**config.mk**
```make
export PLATFORM = sky130hd
export DESIGN_NAME = fft_twiddle_sequencer
export DESIGN_NICKNAME = d
export VERILOG_FILES = /design/src/rtl/fft_twiddle_sequencer.sv
export SDC_FILE = /design/constraint.sdc
export NUM_CORES = 1
export LEC_CHECK = 0
export ABC_AREA = 1
export BUFFER_PORTS_ARGS = -buffer_cell sky130_fd_sc_hd__buf_4
export CAP_MARGIN = 20
export CORE_MARGIN = 8
export CORE_UTILIZATION = 55
export DETAILED_ROUTE_END_ITERATION = 8
export PLACE_DENSITY = 0.8
export RECOVER_POWER = 100
export SKIP_CTS_REPAIR_TIMING = 1
export SYNTH_ARGS = -nofsm -noshare
export SYNTH_HDL_FRONTEND = slang
export SYNTH_SLANG_ARGS = --single-unit
export TNS_END_PERCENT = 100
```
**constraint.sdc**
```tcl
create_clock -name Clk -period 6.69 [get_ports Clk]
set_input_delay 0.3345 -clock Clk [delete_from_list [all_inputs] [get_ports Clk]]
set_output_delay 0.3345 -clock Clk [all_outputs]
set_load 0.02 [all_outputs]
```
**src/rtl/fft_twiddle_sequencer.sv**
```systemverilog
// Operand-address and twiddle-index sequencer for an in-place radix-2 DIT FFT.
// Walks LOG2N stages of N/2 butterflies over a valid/ready link and drains between stages.
module fft_twiddle_sequencer #(
    parameter int LOG2N = 10,
    parameter int TW_W  = 10
) (
    input  logic             Clk,
    input  logic             Reset,
    input  logic             Start,
    input  logic             bf_ready,
    input  logic             bf_idle,
    output logic             bf_valid,
    output logic [LOG2N-1:0] addr_a,
    output logic [LOG2N-1:0] addr_b,
    output logic [TW_W-1:0]  tw_n,
    output logic [3:0]       stage,
    output logic             busy,
    output logic             done
);

    typedef enum logic [1:0] {
        ST_IDLE  = 2'd0,
        ST_RUN   = 2'd1,
        ST_DRAIN = 2'd2,
        ST_DONE  = 2'd3
    } state_t;

    localparam logic [LOG2N-2:0] B_ZERO = {(LOG2N-1){1'b0}};
    localparam logic [LOG2N-2:0] B_ONE  = {{(LOG2N-2){1'b0}}, 1'b1};
    localparam logic [LOG2N-2:0] B_LAST = {(LOG2N-1){1'b1}};
    localparam logic [3:0]       S_LAST = 4'(LOG2N-1);

    // Bits below the stage position select the element inside a group.
    function automatic logic [LOG2N-1:0] beat_mask(input logic [3:0] s);
        return (LOG2N'(1) << s) - LOG2N'(1);
    endfunction

    // Insert a zero at bit position s of the butterfly counter.
    function automatic logic [LOG2N-1:0] beat_addr_a(input logic [LOG2N-2:0] b, input logic [3:0] s);
        logic [LOG2N-1:0] bw;
        logic [LOG2N-1:0] m;
        bw = {1'b0, b};
        m  = beat_mask(s);
        return ((bw & ~m) << 1'b1) | (bw & m);
    endfunction

    function automatic logic [TW_W-1:0] beat_tw(input logic [LOG2N-2:0] b, input logic [3:0] s);
        logic [LOG2N-1:0] bw;
        bw = {1'b0, b};
        return TW_W'((bw & beat_mask(s)) << (4'(LOG2N-1) - s));
    endfunction

    state_t           state_q, state_d;
    logic [LOG2N-2:0] b_q, b_d;
    logic [3:0]       stage_q, stage_d;
    logic             valid_q, valid_d;
    logic [LOG2N-1:0] addr_a_q, addr_a_d;
    logic [LOG2N-1:0] addr_b_q, addr_b_d;
    logic [TW_W-1:0]  tw_q, tw_d;
    logic             busy_q, busy_d;
    logic             done_q, done_d;
    logic             ld_en_s;
    logic [LOG2N-2:0] ld_b_s;
    logic [3:0]       ld_s_s;

    // State and output registers with synchronous active-low reset.
    always_ff @(posedge Clk) begin
        if (!Reset) begin
            state_q  <= ST_IDLE;
            b_q      <= B_ZERO;
            stage_q  <= 4'd0;
            valid_q  <= 1'b0;
            addr_a_q <= {LOG2N{1'b0}};
            addr_b_q <= {LOG2N{1'b0}};
            tw_q     <= {TW_W{1'b0}};
            busy_q   <= 1'b0;
            done_q   <= 1'b0;
        end else begin
            state_q  <= state_d;
            b_q      <= b_d;
            stage_q  <= stage_d;
            valid_q  <= valid_d;
            addr_a_q <= addr_a_d;
            addr_b_q <= addr_b_d;
            tw_q     <= tw_d;
            busy_q   <= busy_d;
            done_q   <= done_d;
        end
    end

    // Next-state logic; a beat is loaded into the output registers whenever ld_en_s is set.
    always_comb begin
        state_d  = state_q;
        b_d      = b_q;
        stage_d  = stage_q;
        valid_d  = valid_q;
        busy_d   = busy_q;
        done_d   = 1'b0;
        ld_en_s  = 1'b0;
        ld_b_s   = b_q;
        ld_s_s   = stage_q;
        addr_a_d = addr_a_q;
        addr_b_d = addr_b_q;
        tw_d     = tw_q;

        case (state_q)
            ST_IDLE: begin
                if (Start) begin
                    state_d = ST_RUN;
                    busy_d  = 1'b1;
                    b_d     = B_ZERO;
                    stage_d = 4'd0;
                end else begin
                    state_d = ST_IDLE;
                end
            end
            ST_RUN: begin
                if (!valid_q) begin
                    ld_en_s = 1'b1;
                    valid_d = 1'b1;
                end else if (bf_ready) begin
                    if (b_q == B_LAST) begin
                        state_d = ST_DRAIN;
                        valid_d = 1'b0;
                    end else begin
                        b_d     = b_q + B_ONE;
                        ld_b_s  = b_q + B_ONE;
                        ld_en_s = 1'b1;
                    end
                end else begin
                    valid_d = 1'b1;
                end
            end
            ST_DRAIN: begin
                if (bf_idle) begin
                    if (stage_q == S_LAST) begin
                        state_d = ST_DONE;
                        done_d  = 1'b1;
                        busy_d  = 1'b0;
                    end else begin
                        state_d = ST_RUN;
                        stage_d = stage_q + 4'd1;
                        b_d     = B_ZERO;
                        valid_d = 1'b1;
                        ld_b_s  = B_ZERO;
                        ld_s_s  = stage_q + 4'd1;
                        ld_en_s = 1'b1;
                    end
                end else begin
                    state_d = ST_DRAIN;
                end
            end
            ST_DONE: begin
                state_d = ST_IDLE;
            end
            default: begin
                state_d = ST_IDLE;
                valid_d = 1'b0;
                busy_d  = 1'b0;
            end
        endcase

        if (ld_en_s) begin
            addr_a_d = beat_addr_a(ld_b_s, ld_s_s);
            addr_b_d = beat_addr_a(ld_b_s, ld_s_s) + (LOG2N'(1) << ld_s_s);
            tw_d     = beat_tw(ld_b_s, ld_s_s);
        end else begin
            addr_a_d = addr_a_q;
        end
    end

    assign bf_valid = valid_q;
    assign addr_a   = addr_a_q;
    assign addr_b   = addr_b_q;
    assign tw_n     = tw_q;
    assign stage    = stage_q;
    assign busy     = busy_q;
    assign done     = done_q;

endmodule

```
==> results.toml, run 1 <==
[run_status]
outcome = "finished with violations"
failed_checks = "max-capacitance violations, max-slew violations"

[clocking]
clockRootBuffer = "clkbuf_8"
cts_tree = "built"
clkLatencyLatePin_ps = 300
cts-root-to-sink-buffers = 2
clock_buffer_count_from_cts = 5
clk_transition_reported_paths_ps = 90
numClockSinks = 48
htreeDepth = 2

[final_layout]
flow.area_growth_from_synthesis_pct = 7.02
nets = 584
insertedDiodeCount = 0
final.fill_count = 643
drive_above_1_share = 0.0922
final_util = 0.599

[pwr]
cellPowerDensity_nw_per_um2 = 210
power.share.clock = 0.231
p_sw_frac = 0.398
seqPwrFrac = 0.411
cellInternalPower_uw = 473
switching_power_uw = 312
pwr-share-comb = 0.358
cellLeakagePower_uw = 0.00166
ir_drop_v = 0.000115

[route]
avgRoutedWirePerCell_um = 14.1
via_count = 3490
first_iter_violations = 252
postRouteWirelength_mm = 9.04
detailedRoute.firstPassIterationCount = 5
route.detailed.drc = 0
drtAntennaViolNets = 0
drt-vias-per-instance = 5.44

[grt]
globalRouteTotalUtil = 0.199
antenna_found_initial = 0
grt_overflow_total = 0
first_global_vias = 3074
grt_max_degree = 36
global_route_wire_length_before_repair_mm = 14.7

[yosys]
synth_enable_flop_cells = 0
yosys_most_used_dff = "dfxtp_1"
proportion_of_register_bits_with_asynchronous_set_or_reset_after_synthesis = 0
synth_cell_type_count = 46
ys_seq_elements = 48
muxShareOfSynthArea = 0
syn_avg_cell_area_sq_um = 6.62
synth_compound_gate_area_share = 0.180
yosys.area_share.simple = 0.364
post_synth_main_area_contributors = "dfxtp_1, nand2_1, nand3_1"
synthesis.area_sq_um = 3490
synth_adder_area_share = 0.0594
syn-num-nets = 549
yosysWarningCount = 0
yosys.area_share.xor_xnor = 0.0222
proportion_of_synthesized_chip_area_in_sequential_cells = 0.275
synth_top_family_by_area = "simple AND/OR/NAND/NOR gates"
synth_common_cells = "nand2_1, inv_1, dfxtp_1, nand3_1, nor2_1"
post-synth-top-count-cell = "nand2_1"
synthesis.instances = 528
synth_top_area_frac = 0.275
yosys.area.top_type = "dfxtp_1"

[timing]
finalClockSkew_ps = 6.04
min_hold_slack_ps = 408
tightest_slew_ps = 1730
setup_total_negative_slack_ps = 0
hold_viol = 0
layout_worst_path_cycle_share = 0.727
timing.max_slew.rel_slack = -0.166
maxSlewViolCount = 19
setup_viol = 0
final.min_clock_period_ps = 4860
rsz0062_at_grt = "no"
max_clock_freq_mhz = 206

[die]
core_area_sq_um = 6240
initial_core_util = 0.560
die-area_sq_um = 9160
die_width_um = 95.7
pin_count = 42
die_h_um = 95.7
num_rows = 29

[setup_path]
cp_slowest_stage_delay_ps = 390
worst_ep_arrival_time_ps = 5060
crit_path_cell_trace = "inv_1 -> ha_1 -> nand2_1 -> clkinvlp_2 -> nand3b_2 -> nand2_1 -> nor2_1 -> clkinv_1 -> nor2_1 -> inv_1 -> ha_1 -> xnor2_1 -> o21ai_0 -> ha_1 -> nand2_1 -> nor2_1 -> a211oi_1 -> nor2_1 -> o21ai_0 -> nand2_1 -> nand2_1 -> a21oi_1 -> nor2_1 -> nor2_1"
crit_required_ps = 6890
critPathMaxFanout = 11
critPathMostFrequentCell = "nor2_1"
critical_path.top_delay_family = "simple AND/OR/NAND/NOR gates"
critical_path.slowest_cell = "dfxtp_1"
crit_path_start_kind = "flop"
timing.critical_path.buf_inv = 4
timing.critical_path.to_type = "flop"
timing.setup.critical_path_class = "reg -> reg"

[place]
routability_driven_placement_congestion_ratio = 0.925
post-dp-hpwl_mm = 6.94
port_buffers = 41

[run]
max_cap_violations = 1

[hold_path]
holdCritPathClass = "in -> reg"
-- logic make-up after synthesis --
logic type	Yosys count
adders and majority gates	16
buffers and inverters	85
xor gates and xnor gates	8
other	1
DFF	48
and+or+nand+nor	258
AOI/OAI and AO/OA	112
-- final cells by class --
type | instances | area [sq um] | share of cell area
Multi-Input combinational cell | 395 | 2150 | 0.575
Sequential cell | 48 | 961 | 0.257
Inverter | 72 | 274 | 0.0733
Timing Repair Buffer | 41 | 165 | 0.0442
Tap cell | 77 | 96.3 | 0.0258
Clock buffer | 6 | 82.6 | 0.0221
Clock inverter | 2 | 10.0 | 0.00268
-- path summary, 6_finish.rpt --
check	startpoint	to	slack (ps)	depth (start not counted)
max reg2reg	state_q[0]	addr_b[8]	1830	24
min reg2reg	tw_n[5]	tw_n[5]	470	2
min	bf_idle	state_q[0]	410	3
max	state_q[0]	addr_b[8]	1830	24
-- layer usage --
metal / GRT usage / vias up / share of wire
met2: 0.327 / 105 / 0.46
met5: 0 / - / 0
li1: - / 1803 / -
met1: 0.266 / 1570 / 0.47
met3: 0.0304 / 12 / 0.052
met4: 0.0512 / 0 / 0.015
-- registers in the layout, summed over array words and instances, names as in the netlist, 2 cells and up --
register,count
addr_a,10
addr_b,10
b_q,9
stage,4
state_q,2
tw_n,10
-- power by group through the flow --
stage	Clock (uW)	Combinational, uW	Sequential [uW]
3_5_place_dp	0	295	329
6_report	181	281	322
3_3_place_gp	0	292	328
2_1_floorplan	0	211	339
4_1_cts	188	297	322
5_1_grt	200	317	325
-- placed cells by master (no fill, tap or decap), types with 2 or more instances in the layout --
cell | netlist | layout
buf_4 | 0 | 3
nand3_4 | 3 | 3
nand3_2 | 7 | 4
nand2_2 | 10 | 7
a211oi_1 | 2 | 2
o21ai_1 | 8 | 5
o21ai_0 | 41 | 45
nor2_8 | 2 | 2
o211ai_1 | 4 | 4
clkinv_2 | 1 | 2
o22ai_1 | 2 | 2
inv_1 | 58 | 58
nor3_1 | 6 | 6
nand3_1 | 48 | 51
xnor2_1 | 3 | 4
nor2_2 | 5 | 5
clkbuf_1 | 11 | 38
clkinv_1 | 2 | 3
nand3b_1 | 4 | 4
inv_2 | 10 | 9
nor2_1 | 43 | 44
ha_1 | 15 | 15
xor2_1 | 4 | 4
dfxtp_1 | 48 | 48
a21oi_1 | 42 | 42
a31oi_1 | 4 | 4
nand4_1 | 8 | 8
nand2_1 | 115 | 118
nand2_4 | 3 | 3
clkbuf_8 | 0 | 6
-- stage by stage --
| stage | setup WS (ps) | total power, uW | area [sq um] | instances |
|---|---|---|---|---|
| after floorplan | 2940 | 550 | 3490 | 528 |
| after global placement | 2520 | 620 | 3830 | 633 |
| after detailed placement | 2430 | 624 | 3830 | 633 |
| after CTS | 2400 | 807 | 3920 | 641 |
| after global routing | 1260 | 842 | 3740 | 641 |
| final | 1830 | 785 | 3740 | 641 |
-- worst min-delay path, cell delays in order --
cell and delay [ps]:
buf_4 130, o211ai_1 100, a21oi_1 110
No activity file was read; power rests on OpenSTA's default activity.
==> run 2, diff against run 1 <==
CORE_UTILIZATION = 53   (was 55)
PLACE_DENSITY = 0.81   (was 0.8)
clock period = 4.2 ns   (was 6.69 ns; I/O delays follow)
==> results.toml, run 2 (synthesis results as in run 1) <==
[route]
via_count = 3626
drt-vias-per-instance = 5.60
avgRoutedWirePerCell_um = 14.2
detailedRoute.firstPassIterationCount = 5
route.detailed.drc = 0
postRouteWirelength_mm = 9.20
drtAntennaViolNets = 0
first_iter_violations = 231

[timing]
tightest_slew_ps = 992
min_hold_slack_ps = 232
final.min_clock_period_ps = 3830
timing.max_slew.rel_slack = 0.338
finalClockSkew_ps = 9.63
layout_worst_path_cycle_share = 0.913
max_clock_freq_mhz = 261
rsz0062_at_grt = "no"
setup_total_negative_slack_ps = 0
finalWorstSetupSlack_ps = 366
setup_viol = 0
maxSlewViolCount = 0
hold_viol = 0

[final_layout]
layoutNonFillerInstCount = 647
layout.cells.most_common_list = "nand2_1, inv_1, nand3_1"
insertedDiodeCount = 0
flow.area_growth_from_synthesis_pct = 11.0
drive_above_1_share = 0.130
layout_commonest_cell = "nand2_1"
nets = 590
area.sequential_sq_um = 962
multi_input_area_sq_um = 2250
final.fill_count = 615

[die]
die-area_sq_um = 9450
die_h_um = 97.2
initial_core_util = 0.550
core_area_sq_um = 6350
die_width_um = 97.2
num_rows = 29
pin_count = 42

[grt]
grt_overflow_total = 0
grt_max_degree = 33
first_global_vias = 3467
global_route.usage.met3 = 0.0434
global_route.usage.met1 = 0.235
grt_busiest_layer = "met2"
antenna_found_initial = 0
global_route_wire_length_before_repair_mm = 15.9
groute.layer.met2.usage = 0.324
globalRouteTotalUtil = 0.195

[clocking]
clockRootBuffer = "clkbuf_8"
clk_transition_reported_paths_ps = 100
numClockSinks = 48
cts-root-to-sink-buffers = 2
cts_tree = "built"
clock_buffer_count_from_cts = 5
clkLatencyLatePin_ps = 310
htreeDepth = 2

[place]
dpl.cell_count = 636
port_buffers = 41
post-dp-hpwl_mm = 6.99
place_ws_ps = 32.1
routability_driven_placement_congestion_ratio = 0.966

[run]
max_cap_violations = 0

[setup_path]
timing.setup.critical_path_class = "reg -> reg"
crit_required_ps = 4410
worst_ep_arrival_time_ps = 4040
timing.critical_path.to_type = "flop"
critPathMaxFanout = 11
crit_path_start_kind = "flop"

[pwr]
cellLeakagePower_uw = 0.00171
ir_drop_v = 0.000166
cellPowerDensity_nw_per_um2 = 334
design_power_total_uw = 1300

[run_status]
outcome = "complete, no violations"

[hold_path]
holdCritPathClass = "in -> reg"
run 2: cell types whose count changed in the layout (fill, tap and decap cells not counted), moves of 2 or more:
| cell | delta |
|---|---|
| nand2_1 | -5 |
| xnor2_2 | +2 |
| nor2_1 | -2 |
| xnor2_1 | -2 |
| o21ai_0 | -2 |
| buf_4 | +5 |
| nor2_4 | +2 |
| nand3_2 | +3 |
| clkbuf_1 | +2 |
| o21ai_2 | +2 |
| nand2_2 | +4 |
| nand3_1 | -3 |
run 2: area by class of cell:
class	count	area share
Clock buffer	7	0.0223
Clock inverter	1	0.00193
Multi-Input combinational cell	395	0.579
Sequential cell	48	0.248
Tap cell	77	0.0248
Inverter	72	0.0706
Timing Repair Buffer	47	0.0532
run 2: metrics by stage:
| step | instance area [sq um] | util |
|---|---|---|
| after global placement | 3850 | 0.607 |
| after floorplan | 3490 | - |
| after CTS | 3950 | 0.622 |
| after detailed placement | 3850 | 0.607 |
| after global routing | 3880 | 0.611 |
| final | 3880 | 0.611 |
run 2: per-layer routing:
layer	share of wire	wire length [um]
met1	0.46	4220
met2	0.47	4280
met3	0.046	420
met4	0.030	272
met5	0	0
run 2: power breakdown:
group | total (uW) | switching, uW | internal (uW) | leakage, uW
combinational | 484 | 327 | 157 | 0.00128
clock | 297 | 163 | 134 | 0.0000445
sequential | 514 | 28.2 | 486 | 0.000390
total | 1300 | 518 | 777 | 0.00171
run 2: worst paths after layout:
kind,startpoint,endpoint,slack [ps],cells past startpoint
max,state_q[0],addr_b[8],370,27
min,bf_idle,done,230,3
max reg2reg,state_q[0],addr_b[8],370,27
min reg2reg,tw_n[1],tw_n[1],470,2
run 2: worst max-delay path: stages (launching register included):
cell and delay, ps:
dfxtp_2 370, inv_1 70, ha_1 270, nand2_2 110, clkinv_2 110, nand2_4 110
nand2_2 90, nand2_8 160, inv_4 80, nor2_4 130, inv_2 60, nor2_1 150
inv_1 130, ha_4 220, xnor2_2 210, nand2_2 120, nand2_1 130, ha_1 270
nand2_1 70, nor2_1 40, a211oi_2 220, nor2_1 70, o21ai_2 130, nand2_1 80
nand2_1 90, a21oi_1 70, nor2_1 110, nor2_1 40
